## config.mk

```make
export PLATFORM = sky130hd
export DESIGN_NAME = and_unit_arbiter
export DESIGN_NICKNAME = d
export VERILOG_FILES = /design/src/rtl/and_unit_arbiter.sv
export SDC_FILE = /design/constraint.sdc
export NUM_CORES = 1
export LEC_CHECK = 0
export CAP_MARGIN = 40
export CORE_ASPECT_RATIO = 1.1
export CORE_MARGIN = 4
export CORE_UTILIZATION = 43
export CTS_BUF_LIST = sky130_fd_sc_hd__clkbuf_16
export DETAILED_ROUTE_END_ITERATION = 10
export GPL_TIMING_DRIVEN = 1
export PLACE_DENSITY = 0.85
export SLEW_MARGIN = 5
export SYNTH_ARGS = -nofsm -noshare
export SYNTH_HDL_FRONTEND = slang
export SYNTH_HIERARCHICAL = 1
export SYNTH_SLANG_ARGS = --single-unit
export TNS_END_PERCENT = 30
```

## constraint.sdc

```tcl
create_clock -name clk -period 2.3 [get_ports clk]
set_input_delay 0.46 -clock clk [delete_from_list [all_inputs] [get_ports clk]]
set_output_delay 0.46 -clock clk [all_outputs]
set_load 0.05 [all_outputs]
```

## src/rtl/and_unit_arbiter.sv

```systemverilog
// ============================================================================
// and_unit_arbiter
// ----------------------------------------------------------------------------
// Purpose:
//   Four requesters share one N_BITS-wide AND datapath. A round-robin arbiter
//   picks one requester and captures its operand pair. The shared and_gate then
//   produces A & B. The result comes back registered, with a one-cycle Done
//   pulse and the winner's index.
//
//   Per-operation timeline (t = the cycle in which Req is sampled in IDLE):
//     t   : IDLE. The winner is chosen and its operands are captured on the edge.
//     t+1 : EXEC. Grant and Busy are visible. The and_gate output is registered.
//     t+2 : DONE. Done = 1. Result and Result_Id are valid.
//     t+3 : IDLE. A request that is still high here counts as a new request.
//
// Ports:
//   clk        in   1           system clock, rising edge
//   reset      in   1           synchronous, active-high reset
//   Req        in   4           request lines, bit i = requester i
//   A_Bus      in   4*N_BITS    operand A, requester i owns [i*N_BITS +: N_BITS]
//   B_Bus      in   4*N_BITS    operand B, same slicing as A_Bus
//   Grant      out  4           one-hot, registered, the requester being served
//   Busy       out  1           registered, high whenever the FSM is not IDLE
//   Result     out  N_BITS      registered A & B of the granted requester
//   Result_Id  out  2           registered index of the owner of Result
//   Done       out  1           registered one-cycle pulse
// ============================================================================

// ----------------------------------------------------------------------------
// and_gate: the shared bitwise AND datapath (c = a & b)
//   a  in  N_BITS   operand A
//   b  in  N_BITS   operand B
//   c  out N_BITS   bitwise AND
// ----------------------------------------------------------------------------
module and_gate #(
    parameter int N_BITS = 8
) (
    input  logic [N_BITS-1:0] a,
    input  logic [N_BITS-1:0] b,
    output logic [N_BITS-1:0] c
);

    generate
        for (genvar gi = 0; gi < N_BITS; gi++) begin : g_bit
            assign c[gi] = a[gi] & b[gi];
        end
    endgenerate

endmodule

// ----------------------------------------------------------------------------
// and_unit_arbiter: top level
// ----------------------------------------------------------------------------
module and_unit_arbiter #(
    parameter int N_BITS = 8
) (
    input  logic                  clk,
    input  logic                  reset,
    input  logic [3:0]            Req,
    input  logic [4*N_BITS-1:0]   A_Bus,
    input  logic [4*N_BITS-1:0]   B_Bus,
    output logic [3:0]            Grant,
    output logic                  Busy,
    output logic [N_BITS-1:0]     Result,
    output logic [1:0]            Result_Id,
    output logic                  Done
);

    // ------------------------------------------------------------------------
    // FSM encoding
    // ------------------------------------------------------------------------
    localparam logic [1:0] ST_IDLE = 2'd0;
    localparam logic [1:0] ST_EXEC = 2'd1;
    localparam logic [1:0] ST_DONE = 2'd2;

    // ------------------------------------------------------------------------
    // State and output registers
    // ------------------------------------------------------------------------
    logic [1:0]        state_reg,     state_next;
    logic [1:0]        last_reg,      last_next;
    logic [3:0]        grant_reg,     grant_next;
    logic              busy_reg,      busy_next;
    logic              done_reg,      done_next;
    logic [N_BITS-1:0] result_reg,    result_next;
    logic [1:0]        result_id_reg, result_id_next;
    logic [N_BITS-1:0] op_a_reg,      op_a_next;
    logic [N_BITS-1:0] op_b_reg,      op_b_next;

    // ------------------------------------------------------------------------
    // Split the flat operand buses into per-requester slices
    // ------------------------------------------------------------------------
    logic [N_BITS-1:0] a_slice [4];
    logic [N_BITS-1:0] b_slice [4];

    generate
        for (genvar gi = 0; gi < 4; gi++) begin : g_slice
            assign a_slice[gi] = A_Bus[gi*N_BITS +: N_BITS];
            assign b_slice[gi] = B_Bus[gi*N_BITS +: N_BITS];
        end
    endgenerate

    // ------------------------------------------------------------------------
    // Round-robin winner search. Candidates are checked in the order
    // last+1, last+2, last+3, last (mod 4), and the first active request wins.
    // The 2-bit add wraps naturally, so last = 3 starts the search at 0. The
    // fourth candidate (offset 4, which truncates to 0) lets a lone
    // persistent requester win again.
    // ------------------------------------------------------------------------
    logic       req_any;
    logic [1:0] winner;
    logic [3:0] winner_onehot;

    assign req_any = |Req;

    always_comb begin
        logic       found;
        logic [1:0] idx;
        found  = 1'b0;
        winner = last_reg;
        idx    = last_reg;
        for (int k = 1; k <= 4; k++) begin
            idx = last_reg + 2'(k);
            if (!found && Req[idx]) begin
                found  = 1'b1;
                winner = idx;
            end
        end
    end

    generate
        for (genvar gi = 0; gi < 4; gi++) begin : g_onehot
            assign winner_onehot[gi] = (winner == 2'(gi));
        end
    endgenerate

    // ------------------------------------------------------------------------
    // Shared datapath. It only ever sees the captured operand registers, so
    // bus activity after capture cannot disturb an operation in flight.
    // ------------------------------------------------------------------------
    logic [N_BITS-1:0] and_c;

    and_gate #(
        .N_BITS (N_BITS)
    ) u_and_gate (
        .a (op_a_reg),
        .b (op_b_reg),
        .c (and_c)
    );

    // ------------------------------------------------------------------------
    // Next-state / next-output logic
    // ------------------------------------------------------------------------
    always_comb begin
        state_next     = state_reg;
        last_next      = last_reg;
        grant_next     = grant_reg;
        busy_next      = busy_reg;
        done_next      = done_reg;
        result_next    = result_reg;
        result_id_next = result_id_reg;
        op_a_next      = op_a_reg;
        op_b_next      = op_b_reg;

        case (state_reg)
            ST_IDLE: begin
                if (req_any) begin
                    grant_next     = winner_onehot;
                    op_a_next      = a_slice[winner];
                    op_b_next      = b_slice[winner];
                    result_id_next = winner;
                    last_next      = winner;
                    busy_next      = 1'b1;
                    state_next     = ST_EXEC;
                end
            end

            ST_EXEC: begin
                // Req and the operand buses are ignored in this state.
                result_next = and_c;
                done_next   = 1'b1;
                state_next  = ST_DONE;
            end

            ST_DONE: begin
                // Result and Result_Id are kept until the next completion.
                done_next  = 1'b0;
                grant_next = 4'b0000;
                busy_next  = 1'b0;
                state_next = ST_IDLE;
            end

            default: begin
                // Unreachable encoding: fall back to a clean idle condition.
                done_next  = 1'b0;
                grant_next = 4'b0000;
                busy_next  = 1'b0;
                state_next = ST_IDLE;
            end
        endcase
    end

    // ------------------------------------------------------------------------
    // Registers. Reset overrides every transition and abandons any operation
    // in flight, so an aborted operation never produces a Done.
    // ------------------------------------------------------------------------
    always_ff @(posedge clk) begin
        if (reset) begin
            state_reg     <= ST_IDLE;
            last_reg      <= 2'd3;
            grant_reg     <= 4'b0000;
            busy_reg      <= 1'b0;
            done_reg      <= 1'b0;
            result_reg    <= '0;
            result_id_reg <= 2'd0;
            op_a_reg      <= '0;
            op_b_reg      <= '0;
        end else begin
            state_reg     <= state_next;
            last_reg      <= last_next;
            grant_reg     <= grant_next;
            busy_reg      <= busy_next;
            done_reg      <= done_next;
            result_reg    <= result_next;
            result_id_reg <= result_id_next;
            op_a_reg      <= op_a_next;
            op_b_reg      <= op_b_next;
        end
    end

    // ------------------------------------------------------------------------
    // Outputs
    // ------------------------------------------------------------------------
    assign Grant     = grant_reg;
    assign Busy      = busy_reg;
    assign Result    = result_reg;
    assign Result_Id = result_id_reg;
    assign Done      = done_reg;

endmodule

```

## Yosys cells after proc, flatten, opt, wreduce, memory -nomap -nowiden

Cells that the tools add are included.

- Flip-flop bits (word level): 36
- Latch bits: 0
- Bits in writable memories: 0
- Memory bits (read-only): 0
- Bits of input ports: 70
- Output and inout bits: 16
- Logic and storage cells: 71
- Memories kept: 0

- Add/subtract/negate cells: 3
- $mul: 0
- Divide/modulo/power cells: 0
- $lt $le $gt $ge: 5
- Equality and inequality tests: 5
- Shift-type cells: 0
- Multiplexer cells: 28
- Bitwise logic cells: 10
- Reductions and logical operators: 11

Operators by type and width:

| kind | number |
|---|---|
| 8-bit binary-select mux with 2-bit select | 2 |
| 8-bit two-way mux | 4 |
| 2-bit by 3-bit less-than comparator with 1-bit output, second input constant | 4 |
| 2-bit two-way mux | 5 |
| 1-bit AND | 8 |
| 1-bit binary-select mux with 2-bit select | 4 |
| 1-bit two-way mux | 8 |
| 4-bit one-hot mux with 2 select lines | 1 |
| 2-bit adder, second input constant | 2 |
| 2-bit by 1-bit == test with 1-bit output, second input constant | 2 |
| 2-bit == test, second input constant | 2 |
| 2-bit zero test | 2 |
| 4-bit two-way mux | 1 |
| 1-bit one-hot mux with 2 select lines | 2 |
| 2-bit one-hot mux with 2 select lines | 1 |
| 2-bit AND reduction | 2 |
| 4-bit OR reduction | 1 |
| 3-bit greater-or-equal comparator, second input constant | 1 |
| 1-bit logical AND | 3 |
| 1-bit zero test | 3 |
| 2-bit inverter with 3-bit output | 1 |
| 2-bit by 1-bit adder with 2-bit output, second input constant | 1 |
| 2-bit inequality test, second input constant | 1 |
| 1-bit inverter | 1 |

## Logic depth before layout (Yosys ltp)

Gate-level depths: netlist of run 1.

- Depth in word-level cells: 17
- Gate-level depth with buffers: 8

## By module

The synthesis of run 1 kept the hierarchy.

By module, submodules not included:

| module | instances | cells each | area an instance (um^2) |
|---|---|---|---|
| and_unit_arbiter | 1 | 230 | 1990.7 |
| and_gate | 1 | 8 | 50.0 |

## Worst setup path after synthesis of run 1

Ideal clock, no wire load.

- Path type: input to register
- From: input Req[3]
- To: register op_a_reg[2]
- Library setup time: 126 ps
- Arrival time: 1646 ps
- Required time: 2174 ps
- Slack: 528 ps
- Stages on the path: 8
- Cells stage by stage: nor2b_4 > o21a_1 > buf_6 > nor3_2 > buf_6 > buf_8 > mux2i_1 > o211ai_2

- Word-level cells in the longest chain between the ends: 16
- Elaborated cells between the ends (all ways): 27

RTL lines:

| element | line | source |
|---|---|---|
| from (decl) | 59 | `input logic [3:0] Req,` |
| 1-bit binary-select mux with 2-bit select | 123 | `if (!found && Req[idx]) begin` |
| 1-bit two-way mux (implied by the code) | 123 |  |
| 1-bit two-way mux | 123 |  |
| 1-bit zero test | 123 |  |
| 1-bit logical AND | 123 |  |
| 1-bit two-way mux | 123 |  |
| 1-bit zero test | 123 |  |
| 1-bit logical AND | 123 |  |
| 1-bit two-way mux | 123 |  |
| 1-bit zero test | 123 |  |
| 1-bit logical AND | 123 |  |
| 2-bit two-way mux | 123 |  |
| 2-bit inverter with 3-bit output (implied by the code) | 168 | `op_a_next = a_slice[winner];` |
| 8-bit binary-select mux with 2-bit select | 168 |  |
| 8-bit two-way mux (implied by the code) (2 in a row) | 168 |  |
| to (signal assigned) | 225 | `op_a_reg <= op_a_next;` |
| to (decl) | 86 | `logic [N_BITS-1:0] op_a_reg, op_a_next;` |

Parallel ways exist; a longest one is shown, timed or not. The select of a mux whose other input is x is not followed.
A chain may end at the register's enable or synchronous reset.

==> flow_summary.json, run 1 <==
{
  "clkSlewWorstSetupHoldPaths_ns": 0.05,
  "power.density_mw_per_mm2": 660,
  "crit_path_end_kind": "flop",
  "fin_setup_tns_ns": 0,
  "dieArea_mm2": 0.00591,
  "p_leak_nw": 1.23,
  "r2r-start": "last_reg[0]",
  "start_util": 0.442,
  "peakVddDrop_uv": 415,
  "grt_pass1_wl_um": 10000,
  "numCtsBuffers": 5,
  "cp_max_fo": 16,
  "reg2reg_depth": 5,
  "rsz0062_at_grt": "false",
  "hold_path.class": "reg -> reg",
  "worst_pin_slew_ns": 0.791,
  "ys_types": 30,
  "drive_above_1_share": 0.113,
  "synth.avg_cell_area_um2": 8.57,
  "cts_sinks": 36,
  "grt.overflow.total": 0,
  "final_cell_mix": "85 x clkdlybuf4s50_1, 38 x nand2_1, 36 x dfxtp_1",
  "min_path_cells": 2,
  "cts_root_buf": "clkbuf_16",
  "arrival_ns": 2.18,
  "synth_cells": 238,
  "antenna_found_initial": 0,
  "cts_tree": "done",
  "postRouteAntennaNets": 0,
  "post-route-min-period_ns": 1.99,
  "cts_buffer_depth": 2,
  "syn_nets": 308,
  "cts_hold_buf": 0,
  "synthAdderAreaFrac": 0,
  "fin_ws_ns": 0.314,
  "synth-simple-area-share": 0.245,
  "synth-xor-area-share": 0,
  "cp-start-kind": "input port",
  "cts_max_level": 2,
  "hp-start": "Grant[2]",
  "synth_area_leaders": "dfxtp_1 35%, mux2i_1 8.3%, nand2_1 7.0%, a21o_1 6.3%, o31ai_1 5.9%",
  "hold_path_end": "Grant[2]",
  "grt_max_degree": 20,
  "place_hpwl_um": 4550,
  "hold_viol": 0,
  "final_common_cell": "clkdlybuf4s50_1",
  "netlist_area_mm2": 0.00204,
  "slowest_delay_ns": 0.46,
  "synth_top_area_frac": 0.353,
  "seq_area_frac_synth": 0.353,
  "dieHeight_um": 80.3,
  "grt_pass1_vias": 2075,
  "nNetsFinal": 395,
  "synth_compound_area_frac": 0.264,
  "fin_worst_skew_ns": 0.00218,
  "remaining_drc_errors": 0,
  "die_w_um": 73.7,
  "area_growth_pct": 53.8,
  "required_ns": 2.49,
  "design_area_mm2": 0.00314,
  "wl_um": 6190,
  "rr_endpoint": "op_a_reg[2]",
  "track_usage": 0.220,
  "avgRoutedWirePerCell_um": 16.2,
  "r2r_slack_ns": 0.48,
  "setup_viol": 0,
  "synth_top_area_cell": "dfxtp_1",
  "synthMuxAreaShare": 0.0834,
  "dr.first_iter.drc_count": 137,
  "synth_top_family_by_area": "compound AO/OA/AOI/OAI gates",
  "via_per_inst": 5.62,
  "core.rowCount": 26,
  "pre_cts_ws_ns": 0.0627,
  "gp_congestion": 0.809,
  "num_antenna_cells": 0,
  "slew_violations": 0,
  "dr.pass1.iters": 4,
  "run_status": "complete, no violations",
  "clock.fmax_mhz": 504,
  "p_total_w": 0.00207,
  "synth_warnings": 6,
  "vias": 2148,
  "slew_headroom": 0.471,
  "final_util": 0.679,
  "dpl_cell_area_mm2": 0.00300,
  "portBuffers": 85,
  "clkLatencyLatePin_ns": 0.28,
  "cts_resized": 0,
  "core_mm2": 0.00462,
  "ioPinCount": 86,
  "path_class": "in -> reg",
  "period_share": 0.863,
  "cp_slowest_cell": "clkdlybuf4s50_1",
  "cts_setup_buffers": 0,
  "path_cells": "clkdlybuf4s50_1, or2_0, nor3_4, o211ai_2, a21o_1, o211ai_1",
  "synth-seq-cells": 36,
  "cap_violations": 0
}
## routing by layer
layer	up-vias	wire length, um	global-route usage
li1	1045	-	-
met1	991	2400	0.260
met2	102	3110	0.364
met3	10	588	0.0651
met4	0	93	0.0906
met5	-	0	0
## cell usage after synthesis, drive strengths merged
cell    count
mux2i      17
a21oi      14
nor2b       3
o21a        2
nor4        1
or2         3
buf         9
and2        9
nor2       12
o211ai     17
a211oi      2
nand4      16
nor3        3
o21ai       4
dfxtp      36
nand2      38
nand2b      4
o31ai      16
clkbuf     10
nand3       5
a21o       17
## worst max-delay path, delay by kind of cell
kind,cells,cell delay [ns]
compound gates,3,0.73
simple gates,2,0.52
buf+inv,1,0.46
## per-stage QoR
stage	hold slack (ns)	cells
after floorplan	0.426	238
after detailed placement	0.443	374
after global routing	0.463	382
after global placement	0.436	374
final	0.446	382
after CTS	0.449	382
## cell type report
cell class / count / area (um^2)
Multi-Input combinational cell: 183 / 1210
Timing Repair Buffer: 99 / 993
Fill cell: 381 / 1480
Clock inverter: 3 / 13.8
Tap cell: 56 / 70.1
Clock buffer: 5 / 125
Sequential cell: 36 / 721
## power breakdown
group	switching [W]	total, W	internal, W
logic	0.000343	0.000671	0.000329
registers	0.0000533	0.000756	0.000703
clock network	0.000250	0.000643	0.000393
total	0.000646	0.00207	0.00142
## worst max path at each step
stage | start | endpoint | slack, ns | depth (start not counted)
finish | reset | op_b_reg[3] | 0.31 | 6
global route | Req[3] | last_reg[0] | 0.19 | 7
CTS | reset | op_b_reg[3] | 0.33 | 6
detailed placement | Req[0] | op_a_reg[4] | 0.06 | 7
global placement | Req[3] | last_reg[0] | 0.1 | 7
floorplan | Req[3] | op_a_reg[2] | 0.53 | 8
## cells by family after synthesis
logic type | after synthesis
muxes | 17
and+or+nand+nor | 94
buffers and inverters | 19
DFF | 36
AOI/OAI and AO/OA | 72
Power figures use the tool's default switching activity.
==> run 2, diff against run 1 <==
--- a/config.mk
+++ b/config.mk
@@ -10,9 +10,11 @@
 export CORE_MARGIN = 4
 export CORE_UTILIZATION = 43
 export CTS_BUF_LIST = sky130_fd_sc_hd__clkbuf_16
+export CTS_CLUSTER_SIZE = 12
 export DETAILED_ROUTE_END_ITERATION = 10
 export GPL_TIMING_DRIVEN = 1
 export PLACE_DENSITY = 0.85
+export SETUP_SLACK_MARGIN = 0.5
 export SLEW_MARGIN = 5
 export SYNTH_ARGS = -nofsm -noshare
 export SYNTH_HDL_FRONTEND = slang
==> run 2 against run 1 <==
Effect of this change:
- sequential power is 0.9% higher
- power rose by 6.4%
- combinational power is 19% higher
- worst hold slack worse by 0.0013 ns
- global-route usage increased by 2.6 points
- clock-buffer cell count unchanged
- sequential cell count did not move
- via count is 7.3% higher
- cell area up 7.1%
- cell count is 2.4% higher
==> flow_summary.json, run 2 (synthesis results as in run 1) <==
{
  "dieArea_mm2": 0.00591,
  "setup_viol": 0,
  "vias": 2304,
  "die_w_um": 73.7,
  "num_antenna_cells": 0,
  "nNetsFinal": 404,
  "fin_worst_skew_ns": 0.00308,
  "numCtsBuffers": 5,
  "cp_slowest_cell": "clkdlybuf4s50_1",
  "dpl_cell_area_mm2": 0.00300,
  "clkSlewWorstSetupHoldPaths_ns": 0.05,
  "fin_setup_tns_ns": 0,
  "clock.fmax_mhz": 533,
  "place_hpwl_um": 4550,
  "cts_tree": "done",
  "gp_congestion": 0.809,
  "worst_path_dominant_cell_family": "buffers and inverters",
  "cts_sinks": 36,
  "cts_max_level": 2,
  "peakVddDrop_uv": 423,
  "start_util": 0.442,
  "power.density_mw_per_mm2": 656,
  "path_cells": "clkdlybuf4s50_1",
  "wl_um": 7220,
  "cp-start-kind": "flop",
  "fillers": 336,
  "period_share": 0.816,
  "avgRoutedWirePerCell_um": 18.5,
  "drive_above_1_share": 0.179,
  "ioPinCount": 86,
  "crit_path_end_kind": "primary output",
  "cts_hold_buf": 0,
  "final_cell_mix": "73 x clkdlybuf4s50_1, 38 x nand2_1, 34 x dfxtp_1",
  "postRouteAntennaNets": 0,
  "grt_max_degree": 18,
  "arrival_ns": 1.42,
  "core_mm2": 0.00462,
  "worst-path-buf-inv": 1,
  "final_common_cell": "clkdlybuf4s50_1",
  "run_status": "complete, no violations",
  "dr.first_iter.drc_count": 192,
  "slew_headroom": 0.634,
  "remaining_drc_errors": 0,
  "required_ns": 1.84,
  "track_usage": 0.246,
  "slowest_delay_ns": 0.81,
  "via_per_inst": 5.89,
  "core.rowCount": 26,
  "worst_pin_slew_ns": 0.548,
  "area_growth_pct": 64.6,
  "cap_violations": 0,
  "hold_path.class": "reg -> reg",
  "p_leak_nw": 1.45,
  "rsz0062_at_grt": "true",
  "cts_buffer_depth": 2,
  "design_area_mm2": 0.00336,
  "cts_root_buf": "clkbuf_16",
  "grt.overflow.total": 0,
  "slew_violations": 0,
  "antenna_found_initial": 0,
  "hold_viol": 0,
  "multi_input_area_mm2": 0.00130,
  "dr.pass1.iters": 5,
  "path_class": "reg -> out",
  "grt_pass1_vias": 2222,
  "grt_pass1_wl_um": 11000,
  "portBuffers": 85,
  "clkLatencyLatePin_ns": 0.27,
  "post-route-min-period_ns": 1.88,
  "ff_latch_area_um2": 723,
  "cp_max_fo": 2,
  "dieHeight_um": 80.3
}
==> run 2: final timing paths <==
kind | end | slack [ns] | cells past startpoint | start
hold / removal | Grant[2] | 0.44 | 2 | Grant[2]
setup reg to reg | op_b_reg[3] | 0.57 | 6 | last_reg[0]
hold reg to reg | Grant[2] | 0.44 | 2 | Grant[2]
setup / recovery | Result_Id[0] | 0.42 | 1 | Result_Id[0]
==> run 2: cell type report <==
| type | count | area share |
|---|---|---|
| tap | 56 | 0.0209 |
| sequential | 36 | 0.215 |
| timing repair buffer | 107 | 0.335 |
| clock inverter | 3 | 0.00410 |
| clock buffer | 5 | 0.0372 |
| multi-input combinational | 184 | 0.387 |
==> run 2: report_power, final <==
part | internal, W | total (W) | switching (W)
combinational | 0.000410 | 0.000798 | 0.000389
clock | 0.000393 | 0.000642 | 0.000249
sequential | 0.000704 | 0.000763 | 0.0000589
total | 0.00151 | 0.00220 | 0.000697
==> run 2: per-stage QoR <==
step	total power [W]	utilization	setup WS (ns)	instances	hold slack [ns]
floorplan	0.00117	-	0.528	238	0.426
global placement	0.00142	0.649	0.0958	374	0.436
detailed placement	0.00143	0.649	0.0627	374	0.443
CTS	0.00217	0.709	0.381	388	0.449
global route	0.00229	0.727	0.390	391	0.462
finish	0.00220	0.727	0.422	391	0.445
==> run 2: timing repair <==
action | 4_1_cts | 5_1_grt
cloned | 3 | 0
resized for setup | 13 | 20
buffers inserted | 3 | 3
endpoints found under the setup margin | 36 | 34
pin swaps | 4 | 4
==> run 2: per-layer routing <==
metal  track usage  vias up  share of wire
met3        0.0751       26          0.090
met4         0.118        0          0.033
met5             0        -              0
met1         0.271     1064           0.36
met2         0.420      143           0.52
li1              -     1071              -
==> run 2: worst reg2reg max path: cells and delay by family, from the launching register on <==
kind,cells,cell delay (ns)
compound gates,2,0.23
buf+inv,1,0.33
simple gates,2,0.45
mux,1,0.19
flops,1,0.38
